File: src/rtl/adder_tile_sequencer_pkg.sv
// Shared definitions for the adder tile sequencer: FSM state encoding,
// default widths and the order in which operand words arrive on the
// upstream stream.
package adder_tile_sequencer_pkg;

  localparam int WORD_W_DEFAULT  = 32;    // IEEE-754 single
  localparam int TIMEOUT_DEFAULT = 1023;  // cycles allowed in START

  localparam int NUM_OPND = 8;            // A11..A22, B11..B22
  localparam int NUM_RES  = 4;            // C11..C22

  typedef enum logic [1:0] {
    ST_LOAD  = 2'd0,
    ST_START = 2'd1,
    ST_ACK   = 2'd2,
    ST_DRAIN = 2'd3
  } state_t;

  // Slot index of each operand word; the upstream stream delivers them in
  // ascending slot order.
  localparam logic [2:0] IDX_A11 = 3'd0;
  localparam logic [2:0] IDX_A12 = 3'd1;
  localparam logic [2:0] IDX_A21 = 3'd2;
  localparam logic [2:0] IDX_A22 = 3'd3;
  localparam logic [2:0] IDX_B11 = 3'd4;
  localparam logic [2:0] IDX_B12 = 3'd5;
  localparam logic [2:0] IDX_B21 = 3'd6;
  localparam logic [2:0] IDX_B22 = 3'd7;

  localparam logic [1:0] RES_LAST = 2'd3;

endpackage

File: src/rtl/adder_tile_sequencer_seq_timeout_counter.sv
// Cycle counter used to bound how long the sequencer waits for the adder.
// Ports:
//   clk, rst : clock and asynchronous active-high reset
//   clear    : return the count to zero
//   enable   : count this cycle
//   expire   : high on the LIMIT-th consecutive enabled cycle
module adder_tile_sequencer_seq_timeout_counter #(
  parameter int LIMIT = 1023
) (
  input  logic clk,
  input  logic rst,
  input  logic clear,
  input  logic enable,
  output logic expire
);

  localparam int CNT_W = $clog2(LIMIT + 1);

  logic [CNT_W-1:0] count_reg;

  always_ff @(posedge clk or posedge rst) begin
    if (rst) begin
      count_reg <= '0;
    end else if (clear) begin
      count_reg <= '0;
    end else if (enable) begin
      count_reg <= count_reg + CNT_W'(1);
    end
  end

  // The count starts at 0 on the first enabled cycle, so LIMIT-1 marks the
  // LIMIT-th one. The owner leaves the counting state on expire, so the
  // count never runs past this value.
  assign expire = enable && (count_reg == CNT_W'(LIMIT - 1));

endmodule

File: src/rtl/adder_tile_sequencer.sv
// Sequencer between a word stream and a 2x2 matrix adder (AxA_adder).
// Collects eight operand words (A11,A12,A21,A22,B11,B12,B21,B22), starts the
// adder, captures its four result words, acknowledges it, then streams the
// results C11,C12,C21,C22 downstream. Results pass through bit-exact.
// Ports:
//   input_Clk, input_Reset          : clock, asynchronous active-high reset
//   input_Data/Valid, output_Ready  : upstream operand stream
//   output_A11..A22, output_B11..B22: operands to the adder
//   output_Start, input_Stable      : adder start / result-valid handshake
//   input_C11..C22, output_C_Ack    : adder results and acknowledge
//   output_Data/Valid, input_Ready  : downstream result stream
//   output_Timeout                  : sticky, adder never answered a Start
module adder_tile_sequencer
  import adder_tile_sequencer_pkg::*;
#(
  parameter int WORD_W  = WORD_W_DEFAULT,
  parameter int TIMEOUT = TIMEOUT_DEFAULT
) (
  input  logic              input_Clk,
  input  logic              input_Reset,
  input  logic [WORD_W-1:0] input_Data,
  input  logic              input_Valid,
  output logic              output_Ready,
  output logic [WORD_W-1:0] output_A11,
  output logic [WORD_W-1:0] output_A12,
  output logic [WORD_W-1:0] output_A21,
  output logic [WORD_W-1:0] output_A22,
  output logic [WORD_W-1:0] output_B11,
  output logic [WORD_W-1:0] output_B12,
  output logic [WORD_W-1:0] output_B21,
  output logic [WORD_W-1:0] output_B22,
  output logic              output_Start,
  input  logic              input_Stable,
  input  logic [WORD_W-1:0] input_C11,
  input  logic [WORD_W-1:0] input_C12,
  input  logic [WORD_W-1:0] input_C21,
  input  logic [WORD_W-1:0] input_C22,
  output logic              output_C_Ack,
  output logic [WORD_W-1:0] output_Data,
  output logic              output_Valid,
  input  logic              input_Ready,
  output logic              output_Timeout
);

  state_t      state_reg, state_next;
  logic [2:0]  word_cnt_reg, word_cnt_next;
  logic [1:0]  drain_cnt_reg, drain_cnt_next;
  logic        timeout_reg, timeout_next;
  logic        load_word;
  logic        capture;
  logic        expire;

  logic [WORD_W-1:0] opnd_reg [0:NUM_OPND-1];
  logic [WORD_W-1:0] res_reg  [0:NUM_RES-1];
  logic [WORD_W-1:0] c_in     [0:NUM_RES-1];

  assign c_in[0] = input_C11;
  assign c_in[1] = input_C12;
  assign c_in[2] = input_C21;
  assign c_in[3] = input_C22;

  // Operand slots are only written by LOAD handshakes, so they stay stable
  // through START/ACK/DRAIN and until the next tile overwrites them.
  for (genvar gi = 0; gi < NUM_OPND; gi++) begin : g_opnd
    always_ff @(posedge input_Clk or posedge input_Reset) begin
      if (input_Reset) begin
        opnd_reg[gi] <= '0;
      end else if (load_word && (word_cnt_reg == 3'(gi))) begin
        opnd_reg[gi] <= input_Data;
      end
    end
  end

  for (genvar gi = 0; gi < NUM_RES; gi++) begin : g_res
    always_ff @(posedge input_Clk or posedge input_Reset) begin
      if (input_Reset) begin
        res_reg[gi] <= '0;
      end else if (capture) begin
        res_reg[gi] <= c_in[gi];
      end
    end
  end

  assign output_A11 = opnd_reg[IDX_A11];
  assign output_A12 = opnd_reg[IDX_A12];
  assign output_A21 = opnd_reg[IDX_A21];
  assign output_A22 = opnd_reg[IDX_A22];
  assign output_B11 = opnd_reg[IDX_B11];
  assign output_B12 = opnd_reg[IDX_B12];
  assign output_B21 = opnd_reg[IDX_B21];
  assign output_B22 = opnd_reg[IDX_B22];

  adder_tile_sequencer_seq_timeout_counter #(
    .LIMIT (TIMEOUT)
  ) u_timeout (
    .clk    (input_Clk),
    .rst    (input_Reset),
    .clear  (state_reg != ST_START),
    .enable (state_reg == ST_START),
    .expire (expire)
  );

  always_ff @(posedge input_Clk or posedge input_Reset) begin
    if (input_Reset) begin
      state_reg     <= ST_LOAD;
      word_cnt_reg  <= '0;
      drain_cnt_reg <= '0;
      timeout_reg   <= 1'b0;
    end else begin
      state_reg     <= state_next;
      word_cnt_reg  <= word_cnt_next;
      drain_cnt_reg <= drain_cnt_next;
      timeout_reg   <= timeout_next;
    end
  end

  always_comb begin
    state_next     = state_reg;
    word_cnt_next  = word_cnt_reg;
    drain_cnt_next = drain_cnt_reg;
    timeout_next   = timeout_reg;
    load_word      = 1'b0;
    capture        = 1'b0;
    output_Ready   = 1'b0;
    output_Start   = 1'b0;
    output_C_Ack   = 1'b0;
    output_Valid   = 1'b0;
    output_Data    = '0;

    case (state_reg)
      ST_LOAD: begin
        // The reset state is LOAD, so Ready is masked while reset is held.
        output_Ready = ~input_Reset;
        if (input_Valid) begin
          load_word     = 1'b1;
          word_cnt_next = word_cnt_reg + 3'd1;
          if (word_cnt_reg == IDX_B22) begin
            state_next = ST_START;
          end
        end
      end
      ST_START: begin
        output_Start = 1'b1;
        // A response wins over an expiry landing on the same cycle; Stable
        // already high on entry counts as a response.
        if (input_Stable) begin
          capture    = 1'b1;
          state_next = ST_ACK;
        end else if (expire) begin
          timeout_next  = 1'b1;
          word_cnt_next = '0;
          state_next    = ST_LOAD;
        end
      end
      ST_ACK: begin
        output_C_Ack = 1'b1;
        if (!input_Stable) begin
          drain_cnt_next = '0;
          state_next     = ST_DRAIN;
        end
      end
      ST_DRAIN: begin
        output_Valid = 1'b1;
        output_Data  = res_reg[drain_cnt_reg];
        if (input_Ready) begin
          drain_cnt_next = drain_cnt_reg + 2'd1;
          if (drain_cnt_reg == RES_LAST) begin
            word_cnt_next = '0;
            state_next    = ST_LOAD;
          end
        end
      end
      default: begin
        state_next = ST_LOAD;
      end
    endcase
  end

  assign output_Timeout = timeout_reg;

endmodule
File: config.mk
export PLATFORM = sky130hd
export DESIGN_NAME = adder_tile_sequencer
export DESIGN_NICKNAME = d
export VERILOG_FILES = /design/src/rtl/adder_tile_sequencer_pkg.sv /design/src/rtl/adder_tile_sequencer_seq_timeout_counter.sv /design/src/rtl/adder_tile_sequencer.sv
export SDC_FILE = /design/constraint.sdc
export NUM_CORES = 1
export LEC_CHECK = 0
export CAP_MARGIN = 20
export CORE_AREA = 2 2 139 276
export DETAILED_ROUTE_END_ITERATION = 8
export DIE_AREA = 0 0 141 278
export PLACE_DENSITY_LB_ADDON = 0.15
export RECOVER_POWER = 50
export SLEW_MARGIN = 5
export SYNTH_ARGS = -nofsm -noshare
export SYNTH_HDL_FRONTEND = slang
export SYNTH_SLANG_ARGS = --single-unit
File: constraint.sdc
create_clock -name input_Clk -period 43.5 [get_ports input_Clk]
set_clock_uncertainty 0.15 [all_clocks]
set_input_delay 8.7 -clock input_Clk [delete_from_list [all_inputs] [get_ports input_Clk]]
set_output_delay 8.7 -clock input_Clk [all_outputs]
set_load 0.02 [all_outputs]
-- Word-level counts from Yosys, hierarchy flattened
Index checks and enable logic that the tools add are counted.
- flip-flop bits (word level): 402
- add/sub/neg operators: 3
- order comparisons: 1
- equal/unequal tests: 21
- multiplexer cells: 31
- bitwise gates (word level): 3
- reduce and logical (&&, ||, !) cells: 18
- operators with widths (cell ; count):
    two-way mux 32 bit ; 3
    binary-select mux 32 bit (select 2 bit) ; 1
    two-way mux 10 bit ; 2
    two-way mux 2 bit ; 9
    two-way mux 3 bit ; 5
    != test 2 bit, second input constant ; 7
    equality test 3 bit, second input constant ; 4
    AND reduction 6 bit ; 2
    adder 10 x 1 -> 10 bit, second input constant ; 1
    equality test 10 bit, second input constant ; 1
    logical AND 1 bit ; 9
    case mux 3 bit (3 select lines) ; 1
    two-way mux 1 bit ; 8
    case mux 2 bit (4 select lines) ; 1
    equality test 2 bit, second input constant ; 3
    equality test 3 x 2 -> 1 bit, second input constant ; 2
    AND reduction 3 bit ; 2
    case mux 2 bit (2 select lines) ; 1
    nonzero test 2 bit ; 2
    adder 3 x 1 -> 3 bit, second input constant ; 1
    equality test 3 x 1 -> 1 bit, second input constant ; 1
    greater-or-equal comparator 3 bit, second input constant ; 1
    zero test 3 bit ; 1
    != test 3 bit, second input constant ; 1
    7 further kinds ; 8

-- Depth between registers and ports, before layout
- word-level depth: 5
- depth in mapped cells: 9

-- Cells and area by module
A second synthesis with hierarchy kept.
- cells, all modules: 1003
- area, all modules: 16249.3 um^2
- modules (own cells, without submodules) (module ; times used ; cells an instance ; area an instance (um^2) ; seq. area each (um^2)):
    adder_tile_sequencer ; 1 ; 950 ; 15715.1 ; 9809.4
    adder_tile_sequencer_seq_timeout_counter ; 1 ; 53 ; 534.3 ; 250.2

-- Worst setup path before layout
No wires, ideal clock.
- path kind: in2out
- from: input input_Reset
- to: output output_Ready
- arrival time: 9.004 ns
- data required time: 34.650 ns
- slack: 25.646 ns
- cell stages on the path: 1
- cells stage by stage: nor2b_1
- cells in the longest elaborated chain, start to end: 2
- ends and longest elaborated chain (what ; RTL line ; text):
    from (decl) ; adder_tile_sequencer.sv:20 ; input logic input_Reset,
    NOT 1 bit ; adder_tile_sequencer.sv:133 ; output_Ready = ~input_Reset;
    two-way mux 1 bit ; adder_tile_sequencer.sv:130 ; case (state_reg)
    to (decl) ; adder_tile_sequencer.sv:23 ; output logic output_Ready,
Every way passes these cells.

-- Worst setup path after layout
Ends and elaborated chain as after synthesis.

==> summary.txt <==
Synth
  • EDFF count, synth: 0
  • Sequential fraction of the synthesis area: 61.1%
  • Most used DFF post-synth: dfrtp_1
  • Post-Synth XOR/XNOR Area: 0.373%
  • Synth Area in Simple Gates: 3.09%
  • Largest family of logic cells by synthesized area: multiplexers
  • Synth Area in Adders: 0.989%
  • Ys Warns: 0
  • Post-synthesis compound-gate area fraction: 0.715%
  • Mapped Cells: 1002
  • Async S/R FF share, synth: 100%
  • Yosys cell types: 36
  • Mapped Area: 0.0165 mm2
  • Syn_area_per_cell: 16.4 um2
  • Synthesized Nets: 1180
  • Mux contribution to synthesized area: 30.8%
  • Seq cells post-synth: 402

Global route
  • First-pass GRT wire length: 65400 um
  • Vias in the first global route: 10900
  • Initial antenna violation count: 1
  • Total congestion overflow: 0
  • Gr usage total: 21.8%
  • Pin count of the biggest net entering global routing: 108

Route
  • DR vias: 10200
  • DRC: 0
  • Metal3 WL: 2520 um
  • Initial DRC count: 258
  • Metal2 WL: 23700 um
  • Met1 WL: 14900 um
  • Top sig layer: met4
  • Wire per inst: 22.1 um
  • Post-Route WL: 43000 um
  • Drt pass-1 iters: 4
  • Routed vias/inst: 5.23
  • Antenna-violating nets left: 0

STA
  • Slew @ Worst Pin: 4.70 ns
  • Slew HR: -215%
  • Fin Setup TNS: 0 ns
  • Unrepaired setup endpoints after global routing: no
  • Final Setup Violations: 0
  • Final Hold Vio Count: 0
  • Max Slew Vio Count: 332
  • Fin crit period: 18.83 ns
  • Fin crit share: 43.3%
  • F_max: 53.1 MHz

Clocking
  • Post_cts resized: 0
  • CTS Buf Count: 39
  • Insertion delay to the later sink of the worst-skew pair: 0.52 ns
  • CTS Hold Bufs: 0
  • Reg clk slew, reported paths: 0.06 ns
  • H-tree Lvls: 2
  • Post-CTS Setup Bufs: 0
  • CTS tree: yes
  • Clock root buffer: clkbuf_16
  • Clk sink count: 402
  • Clock Path Buffers: 3

Final layout
  • Final core occ: 60.5%
  • Largest register FFs: 128
  • Commonest non-fill, non-tap cell in the layout: dfrtp_1
  • Share of cells above drive strength 1: 32.6%
  • Final #Nets: 1638
  • Commonest non-fill, non-tap cells in the layout: dfrtp_1, mux2_2, dlygate4sd3_1, clkdlybuf4s50_1, clkbuf_16
  • Syn-to-layout area delta: 36.7%
  • Post-Layout Cell Count: 1946

Run status
  • Status: finished with violations
  • Violated checks: capacitance limit, slew limit

Hold path
  • Hold Path Stages: 1
  • Hold Path Class: register to register

Placed design
  • Placed Cells: 1877
  • Hpwl dp: 30200 um
  • Port bufs: 457
  • GP Congestion: 0.768

Setup path
  • Worst EP arrival: 9.98 ns
  • WS Path Type: input port to output pin
  • R2R cell count: 5
  • Req. time, crit path: 34.65 ns
  • CP Max Fanout: 2
  • Crit end category: output pin
  • CP Launch Type: input port

Power and ir drop
  • Pwr Density: 74.0 mW/mm2
  • Maximum vdd drop: 42.1 uV
  • Leakage power total: 10.3 nW

Die
  • Starting Density: 44.3%
  • Rows: 100
  • IO Pins: 458
  • Die Y: 278 um
  • Die X: 141 um
  • Die area: 0.0392 mm2
  • Total core area: 0.0372 mm2

Run
  • Max_cap viols: 7
[area by class of cell]
| type | count | area [um2] |
|---|---|---|
| antenna | 1 | 2.50 |
| sequential | 402 | 10100 |
| fill | 2946 | 14700 |
| inverter | 11 | 42.5 |
| timing repair buffer | 471 | 4680 |
| clock buffer | 57 | 1160 |
| clock inverter | 10 | 91.3 |
| tap | 459 | 574 |
| multi-input combinational | 535 | 5880 |
[critical path: stages]
cell,delay (ns)
dlygate4sd3_1,0.56
nor2b_1,0.11
clkdlybuf4s50_1,0.61
[metrics by stage]
stage	worst slack, ns	hold slack [ns]	total power [mW]	instance area (um2)
floorplan	23.47	0.320	1.05	16500
detailed placement	24.67	0.306	1.39	21300
finish	24.67	0.316	1.66	22500
CTS	24.67	0.322	1.73	22500
global route	24.60	0.337	1.75	22500
global placement	24.66	0.298	1.37	21300
[final timing paths]
kind / from / end / slack (ns)
max in group asynchronous: input_Reset / res_reg[20] / 30.02
worst max register to register: state_reg[1] / res_reg[86] / 37.91
worst max-delay path: input_Reset / output_Ready / 24.67
worst min register to register: output_Timeout / output_Timeout / 0.32
worst min-delay path: output_Timeout / output_Timeout / 0.32
min in group asynchronous: input_Reset / res_reg[101] / 9.94
[cells in the mapped netlist (6+ instances only)]
cell | count | area share (%)
dfrtp_1 | 402 | 61
mux2_2 | 378 | 26
and2_1 | 40 | 1.5
mux4_2 | 32 | 4.4
buf_6 | 23 | 1.6
buf_2 | 17 | 0.52
ha_1 | 13 | 0.99
inv_1 | 11 | 0.25
buf_4 | 8 | 0.37
nand3_1 | 8 | 0.24
mux2_1 | 7 | 0.48
nand2_1 | 6 | 0.14
[layer usage]
layer  vias to the layer above  track usage [%]
met4                         0             9.21
li1                       4506                -
met1                      5233             23.2
met2                       339             40.8
met5                         -                0
met3                        90             5.02
[cell families (layout without fill, tap and decap cells)]
group           count (synthesis)  after routing
compound gates                 16             16
xor+xnor                        7              7
fa+ha+maj                      13             13
buf+inv                        65            549
flops                         402            402
mux                           419            419
other cells                     0              1
simple gates                   80             80
[power by group]
part           total [mW]  switching, mW  internal (mW)
Combinational       0.712          0.342          0.370
Sequential          0.621         0.0794          0.542
Clock               0.331          0.140          0.191
Power figures use the tool's default switching activity.
